--- config.mk ---
export PLATFORM = sky130hd
export DESIGN_NAME = apb_master
export DESIGN_NICKNAME = d
export VERILOG_FILES = /design/src/rtl/apb_master.sv
export SDC_FILE = /design/constraint.sdc
export NUM_CORES = 1
export LEC_CHECK = 0
export BUFFER_PORTS_ARGS = -buffer_cell sky130_fd_sc_hd__buf_4
export CAP_MARGIN = 10
export CORE_UTILIZATION = 47
export CTS_BUF_LIST = sky130_fd_sc_hd__clkbuf_2
export DETAILED_ROUTE_END_ITERATION = 7
export GPL_TIMING_DRIVEN = 0
export PLACE_DENSITY = 0.82
export SETUP_SLACK_MARGIN = 0.15
export SLEW_MARGIN = 20
export SYNTH_ARGS = -nofsm -noshare
export SYNTH_HDL_FRONTEND = slang
export SYNTH_SLANG_ARGS = --single-unit
--- constraint.sdc ---
create_clock -name PCLK -period 1.5 [get_ports PCLK]
set_input_delay 0.3 -clock PCLK [delete_from_list [all_inputs] [get_ports PCLK]]
set_output_delay 0.3 -clock PCLK [all_outputs]
set_load 0.005 [all_outputs]
--- src/rtl/apb_master.sv ---
// apb_master: single-outstanding APB requester bridging a valid/ready request
// port onto a two-slave APB bus (IDLE -> SETUP -> ACCESS state machine).
//
// Optional feature: define APB_TIMEOUT_EN to abort an ACCESS phase that
// waits TIMEOUT cycles without PREADY (response flagged with rsp_err).
// Without the macro ACCESS waits indefinitely and rsp_err stays 0.
//
// Ports
//   PCLK, PRESETn         clock, asynchronous active-low reset
//   req_valid/req_ready   request handshake (ready only in IDLE)
//   req_write/addr/wdata  request direction, address, write data
//   rsp_valid             one-cycle completion pulse
//   rsp_rdata, rsp_err    read data / abort flag, qualified by rsp_valid
//   PSEL1, PSEL2          slave selects (address MSB decode)
//   PENABLE, PWRITE       APB enable and direction
//   PADDR, PWDATA         APB address and write data
//   PREADY, PRDATA        APB ready and muxed read data
module apb_master #(
  parameter int DATAWIDTH = 32,
  parameter int ADDRWIDTH = 32,
  parameter int TIMEOUT   = 16
) (
  input  logic                 PCLK,
  input  logic                 PRESETn,
  input  logic                 req_valid,
  output logic                 req_ready,
  input  logic                 req_write,
  input  logic [ADDRWIDTH-1:0] req_addr,
  input  logic [DATAWIDTH-1:0] req_wdata,
  output logic                 rsp_valid,
  output logic [DATAWIDTH-1:0] rsp_rdata,
  output logic                 rsp_err,
  output logic                 PSEL1,
  output logic                 PSEL2,
  output logic                 PENABLE,
  output logic                 PWRITE,
  output logic [ADDRWIDTH-1:0] PADDR,
  output logic [DATAWIDTH-1:0] PWDATA,
  input  logic                 PREADY,
  input  logic [DATAWIDTH-1:0] PRDATA
);

  typedef enum logic [1:0] {
    IDLE,
    SETUP,
    ACCESS
  } state_t;

  state_t state;

  if (TIMEOUT < 1) begin : g_bad_timeout
    $error("apb_master: TIMEOUT must be at least 1");
  end

`ifdef APB_TIMEOUT_EN
  localparam int CW = $clog2(TIMEOUT + 1);
  logic [CW-1:0] wait_cnt;
`endif

  always_ff @(posedge PCLK or negedge PRESETn) begin
    if (!PRESETn) begin
      state     <= IDLE;
      req_ready <= 1'b0;
      rsp_valid <= 1'b0;
      rsp_rdata <= '0;
      rsp_err   <= 1'b0;
      PSEL1     <= 1'b0;
      PSEL2     <= 1'b0;
      PENABLE   <= 1'b0;
      PWRITE    <= 1'b0;
      PADDR     <= '0;
      PWDATA    <= '0;
`ifdef APB_TIMEOUT_EN
      wait_cnt  <= '0;
`endif
    end else begin
      // Response flags are single-cycle pulses; rsp_rdata holds.
      rsp_valid <= 1'b0;
      rsp_err   <= 1'b0;
      case (state)
        IDLE: begin
          if (req_valid && req_ready) begin
            state     <= SETUP;
            req_ready <= 1'b0;
            PADDR     <= req_addr;
            PWDATA    <= req_wdata;
            PWRITE    <= req_write;
            PSEL1     <= ~req_addr[ADDRWIDTH-1];
            PSEL2     <= req_addr[ADDRWIDTH-1];
          end else begin
            // Covers the first edge after reset release.
            req_ready <= 1'b1;
          end
        end
        SETUP: begin
          state   <= ACCESS;
          PENABLE <= 1'b1;
`ifdef APB_TIMEOUT_EN
          wait_cnt <= '0;
`endif
        end
        ACCESS: begin
          if (PREADY) begin
            state     <= IDLE;
            req_ready <= 1'b1;
            PSEL1     <= 1'b0;
            PSEL2     <= 1'b0;
            PENABLE   <= 1'b0;
            rsp_valid <= 1'b1;
            rsp_rdata <= PWRITE ? '0 : PRDATA;
          end
`ifdef APB_TIMEOUT_EN
          // The edge that would bring the count to TIMEOUT aborts instead.
          else if (wait_cnt == CW'(TIMEOUT - 1)) begin
            state     <= IDLE;
            req_ready <= 1'b1;
            PSEL1     <= 1'b0;
            PSEL2     <= 1'b0;
            PENABLE   <= 1'b0;
            rsp_valid <= 1'b1;
            rsp_err   <= 1'b1;
            rsp_rdata <= '0;
          end else begin
            wait_cnt <= wait_cnt + 1'b1;
          end
`endif
        end
        default: begin
          state     <= IDLE;
          req_ready <= 1'b0;
          PSEL1     <= 1'b0;
          PSEL2     <= 1'b0;
          PENABLE   <= 1'b0;
        end
      endcase
    end
  end

endmodule

# Word-level counts from Yosys, hierarchy flattened
# Cells that the tools add are included.
[op_classes]
n_div = 0
n_reduce_logical = 8
shifts = 0
n_eq_ne = 4
magnitude_cmp = 0
bitwise_logic = 3
n_mux = 15
multipliers = 0
add_sub_neg = 0
[op_table]
columns = ["operator", "count"]
rows = [
  ["$mux W32", 1],
  ["$pmux W1 S3", 4],
  ["$reduce_and A2 Y1", 5],
  ["$mux W1", 7],
  ["$pmux W2 S3", 1],
  ["$mux W2", 2],
  ["$ne A2 B2 Y1 const B", 2],
  ["$not A1 Y1", 3],
  ["$reduce_and A3 Y1", 1],
  ["$eq A2 B1 Y1 const B", 1],
  ["$eq A2 B2 Y1 const B", 1],
  ["$logic_not A2 Y1", 1],
  ["$logic_and A1 B1 Y1", 1],
]
[word_totals]
mem_count = 0
ram_bits = 0
latch_bits = 0
ff_bits = 104
rom_bits = 0

# Depth between registers and ports, before layout
[logic_depth]
ltp_word = 3
ltp_mapped = 7
depth_no_buf = 4

# Worst setup path before layout
# OpenSTA, ideal clock, no wires.
[synth_path]
path_type = "reg2reg"
startpoint = "register state[1]"
endpoint = "register PADDR[22]"
setup_slack_ns = 0.241
path_stages_with_launch = 7
n_path_buf = 3
t_required_ns = 1.383
arrival_time_ns = 1.142
synth_period_minus_slack_ns = 1.259
setup_ns = 0.117
cell_sequence = "dfrtp_1 -> nand4bb_1 -> buf_2 -> buf_4 -> buf_4 -> nand2_1 -> nand2_1"
[synth_between]
elab_chain_cells = 2
[synth_rtl]
columns = ["item", "line", "rtl"]
rows = [
  ["start, declared", "49", "state_t state;"],
  ["start signal, assigned", "62", "state <= IDLE;"],
  ["start signal, assigned", "83", "state <= SETUP;"],
  ["start signal, assigned", "96", "state <= ACCESS;"],
  ["$logic_not A2 Y1", "80", "case (state)"],
  ["$reduce_and A2 Y1 (no source line)", "-", ""],
  ["end signal, assigned", "85", "PADDR <= req_addr;"],
  ["end, declared", "37", "output logic [ADDRWIDTH-1:0] PADDR,"],
]
# No other way between the ends.
# A chain may end at the register's enable or synchronous reset.

# Worst setup path after layout
[layout_path]
startpoint = "register state[1]"
endpoint = "register PWDATA[15]"
[layout_between]
elab_chain_cells = 2
[layout_rtl]
columns = ["item", "line", "rtl"]
rows = [
  ["$logic_not A2 Y1", "80", ""],
  ["$reduce_and A2 Y1 (no source line)", "-", ""],
  ["end signal, assigned", "86", "PWDATA <= req_wdata;"],
  ["end, declared", "38", "output logic [DATAWIDTH-1:0] PWDATA,"],
]
# No other way between the ends.

==> results.py <==
metrics = {
    "run_status": {
        "status": "complete, but fails checks",
        "violations": "negative setup slack",
    },
    "power": {
        "total_power_mw": 15.3,
        "comb_power_share": 0.537,
        "irDropWorstVdd_mv": 1.18,
        "p_leak_nw": 4.11,
        "seqPwrFrac": 0.350,
        "switching_power_mw": 6.00,
        "clkPwrFrac": 0.113,
        "p_int_mw": 9.32,
        "switching_share": 0.392,
        "power.density_mw_per_mm2": 1970,
    },
    "floorplan": {
        "die_h_um": 95.0,
        "fp-row-count": 33,
        "initial_core_util": 0.490,
        "core_area_mm2": 0.00830,
        "die_x_um": 95.0,
        "dieArea_mm2": 0.00903,
        "io_pins": 204,
    },
    "timing": {
        "layout_worst_path_cycle_share": 1.13,
        "rsz0062_at_grt": "yes",
        "hold_ws_ns": 0.0378,
        "drv_slew": 0,
        "finalSetupViolCount": 60,
        "fmax_mhz": 592,
        "timing.final.crit_period_ns": 1.69,
        "setup_ws_ns": -0.190,
        "tightest_slew_ns": 0.979,
        "relSlewSlack": 0.347,
        "hold_viol": 0,
        "fin_tns_setup_ns": -1.92,
        "final.setup_skew_ns": 0.0631,
    },
    "clock_network": {
        "clock-sinks": 104,
        "cts_inserted_buffers": 9,
        "clk_latency_ns": 0.61,
        "path_clk_slew_ns": 0.33,
        "cts_max_level": 3,
        "cts_buffer_depth": 2,
        "root_buffer": "clkbuf_2",
        "tritoncts": "yes",
    },
    "detailed_routing": {
        "drc": 0,
        "avgViaCountPerCell": 5.77,
        "drt-initial-drc-count": 513,
        "routed_wl_mm": 21.5,
        "wire_per_inst_um": 23.6,
        "vias": 5249,
        "ant_nets": 0,
        "drt_pass1_iterations": 7,
    },
    "min_path": {
        "min_path_type": "primary input to register",
        "hold_depth": 3,
    },
    "critical_path": {
        "cp_slowest_cell": "dfrtp_1",
        "path_class": "register to register",
        "cp_top_family": "simple AND/OR/NAND/NOR gates",
        "path_max_fanout": 10,
        "critPathCaptureType": "register",
        "path_cells": "nand4bb_1 -> buf_6 -> inv_2 -> buf_6 -> nand2_1 -> nand2_1",
        "critPathMaxStageDelay_ns": 0.51,
        "cp.depth": 6,
        "cp-start-kind": "register",
        "cp_data_required_time_ns": 2.06,
        "r2r_cells": 6,
        "arrival_ns": 2.25,
        "critPathBufInv": 3,
    },
    "global_route": {
        "grt_overflow": 0,
        "grt_pass1_vias": 5046,
        "grt_max_degree": 105,
        "grt_pass1_wl_mm": 24.7,
        "antenna_found_initial": 1,
        "track_usage": 0.370,
    },
    "yosys": {
        "synthesis.nets": 540,
        "synthSimpleGateAreaFrac": 0.270,
        "muxShareOfSynthArea": 0.00246,
        "yosysUniqueCellTypes": 20,
        "synth_top_family_by_area": "simple AND/OR/NAND/NOR gates",
        "synth_compound_gate_area_share": 0.0480,
        "avgSynthCellArea_um2": 9.26,
        "yosys_warnings": 0,
        "ys_seq_area_frac": 0.640,
        "syn-instance-count": 439,
        "synth_fa_ha_area_frac": 0,
        "synth-xor-area-share": 0,
        "synth_seq_cells": 104,
        "syn-cell-area_mm2": 0.00407,
    },
    "final_layout": {
        "nets": 900,
        "final_util": 0.937,
        "synthToLayoutAreaGrowth_pct": 91.3,
        "diodes": 0,
        "layout-drive-gt1-share": 0.387,
    },
    "place": {
        "io_buffers": 202,
        "routabilityCongestion": 0.721,
        "hpwl_mm": 7.91,
    },
    "job": {
        "cap_violations": 0,
    },
}
[power by group through the flow]
stage	logic, mW	registers, mW	clock network, mW
floorplan	1.95	5.00	0
global placement	4.80	4.90	0
detailed placement	4.97	4.96	0
CTS	6.40	5.11	1.64
global route	8.74	5.43	1.82
finish	8.23	5.37	1.73
[cell usage in the layout, fill, tap and decap left out, types with 5 or more instances in the layout]
master         netlist  final
buf_4                7    150
dlygate4sd3_1        0     98
clkbuf_2             0     11
buf_6                1    118
o21ai_0             33      5
o21ai_2              0     13
nand2b_1            33     32
nand2_1            229    226
o21ai_1              0     14
dfrtp_1            104    102
[kinds of logic (layout without fill, tap and decap cells)]
| family | after synthesis | after routing |
|---|---|---|
| AO/OA/AOI/OAI | 37 | 37 |
| buffers and inverters | 29 | 394 |
| flip-flops | 104 | 104 |
| multiplexers | 1 | 1 |
| other | 1 | 1 |
| AND/OR/NAND/NOR | 267 | 267 |
[state kept, by name, indices dropped and copies added (netlist names)]
name / cells
PADDR: 32
PWDATA: 32
rsp_rdata: 32
state: 2
PENABLE: 1
PSEL1: 1
PSEL2: 1
PWRITE: 1
req_ready: 1
rsp_valid: 1
[layer usage]
layer	up-vias	part of all wire	GRT usage
met1	2481	0.30	0.373
met3	191	0.13	0.104
li1	2073	-	-
met2	504	0.48	0.666
met4	0	0.088	0.239
met5	-	0	0
[final cells by class]
| class | instances | area, µm² |
|---|---|---|
| repair buffers | 349 | 3260 |
| fillers | 259 | 519 |
| plain buffers | 26 | 235 |
| well taps | 105 | 131 |
| flip-flops and latches | 104 | 2610 |
| clock buffers | 9 | 45.0 |
| clock inverters | 7 | 110 |
| inverters | 3 | 11.3 |
| multi-input cells | 306 | 1390 |
[worst min-delay path: stages]
cell and delay (ns):
buf_4 0.10, nand2b_1 0.14, mux2i_1 0.10
[cells in the mapped netlist]
cell,number,area [µm²]
a211oi_1,1,7.51
buf_2,12,60.1
buf_4,7,52.6
buf_6,1,11.3
clkbuf_1,6,22.5
conb_1,1,3.75
dfrtp_1,104,2600
inv_1,2,7.51
inv_2,1,3.75
mux2i_1,1,10.0
nand2_1,229,860
nand2b_1,33,206
nand3_1,1,5.00
nand3b_1,1,7.51
nand4bb_1,1,11.3
nor2_1,2,7.51
o211ai_1,1,7.51
o21a_1,1,7.51
o21ai_0,33,165
o31ai_1,1,7.51
[per-stage QoR]
step / instances / setup slack [ns] / cell area, µm²
after global placement: 746 / 0.0461 / 5710
final: 909 / -0.190 / 7780
after CTS: 880 / 0.0152 / 7420
after floorplan: 439 / 0.241 / 4070
after global routing: 909 / -0.275 / 7780
after detailed placement: 746 / 0.0560 / 5720
[timing repair]
action                                 in CTS  in global routing
pin swaps                                   1                  3
gates resized for setup                   115                 86
cloned                                      2                  1
hold buffers                               98                  0
endpoints found under the hold margin     203                  0
setup buffers                              18                 28
setup endpoints to repair                 167                201
[final timing paths]
path,start,endpoint,slack (ns)
worst max-delay path,state[1],PWDATA[15],-0.19
worst min-delay path,PREADY,state[1],0.04
min in group asynchronous,PRESETn,rsp_rdata[18],0.29
worst min register to register,PADDR[23],PADDR[23],0.54
worst max register to register,state[1],PWDATA[15],-0.19
max in group asynchronous,PRESETn,state[0],0.39
Power figures use the tool's default switching activity.
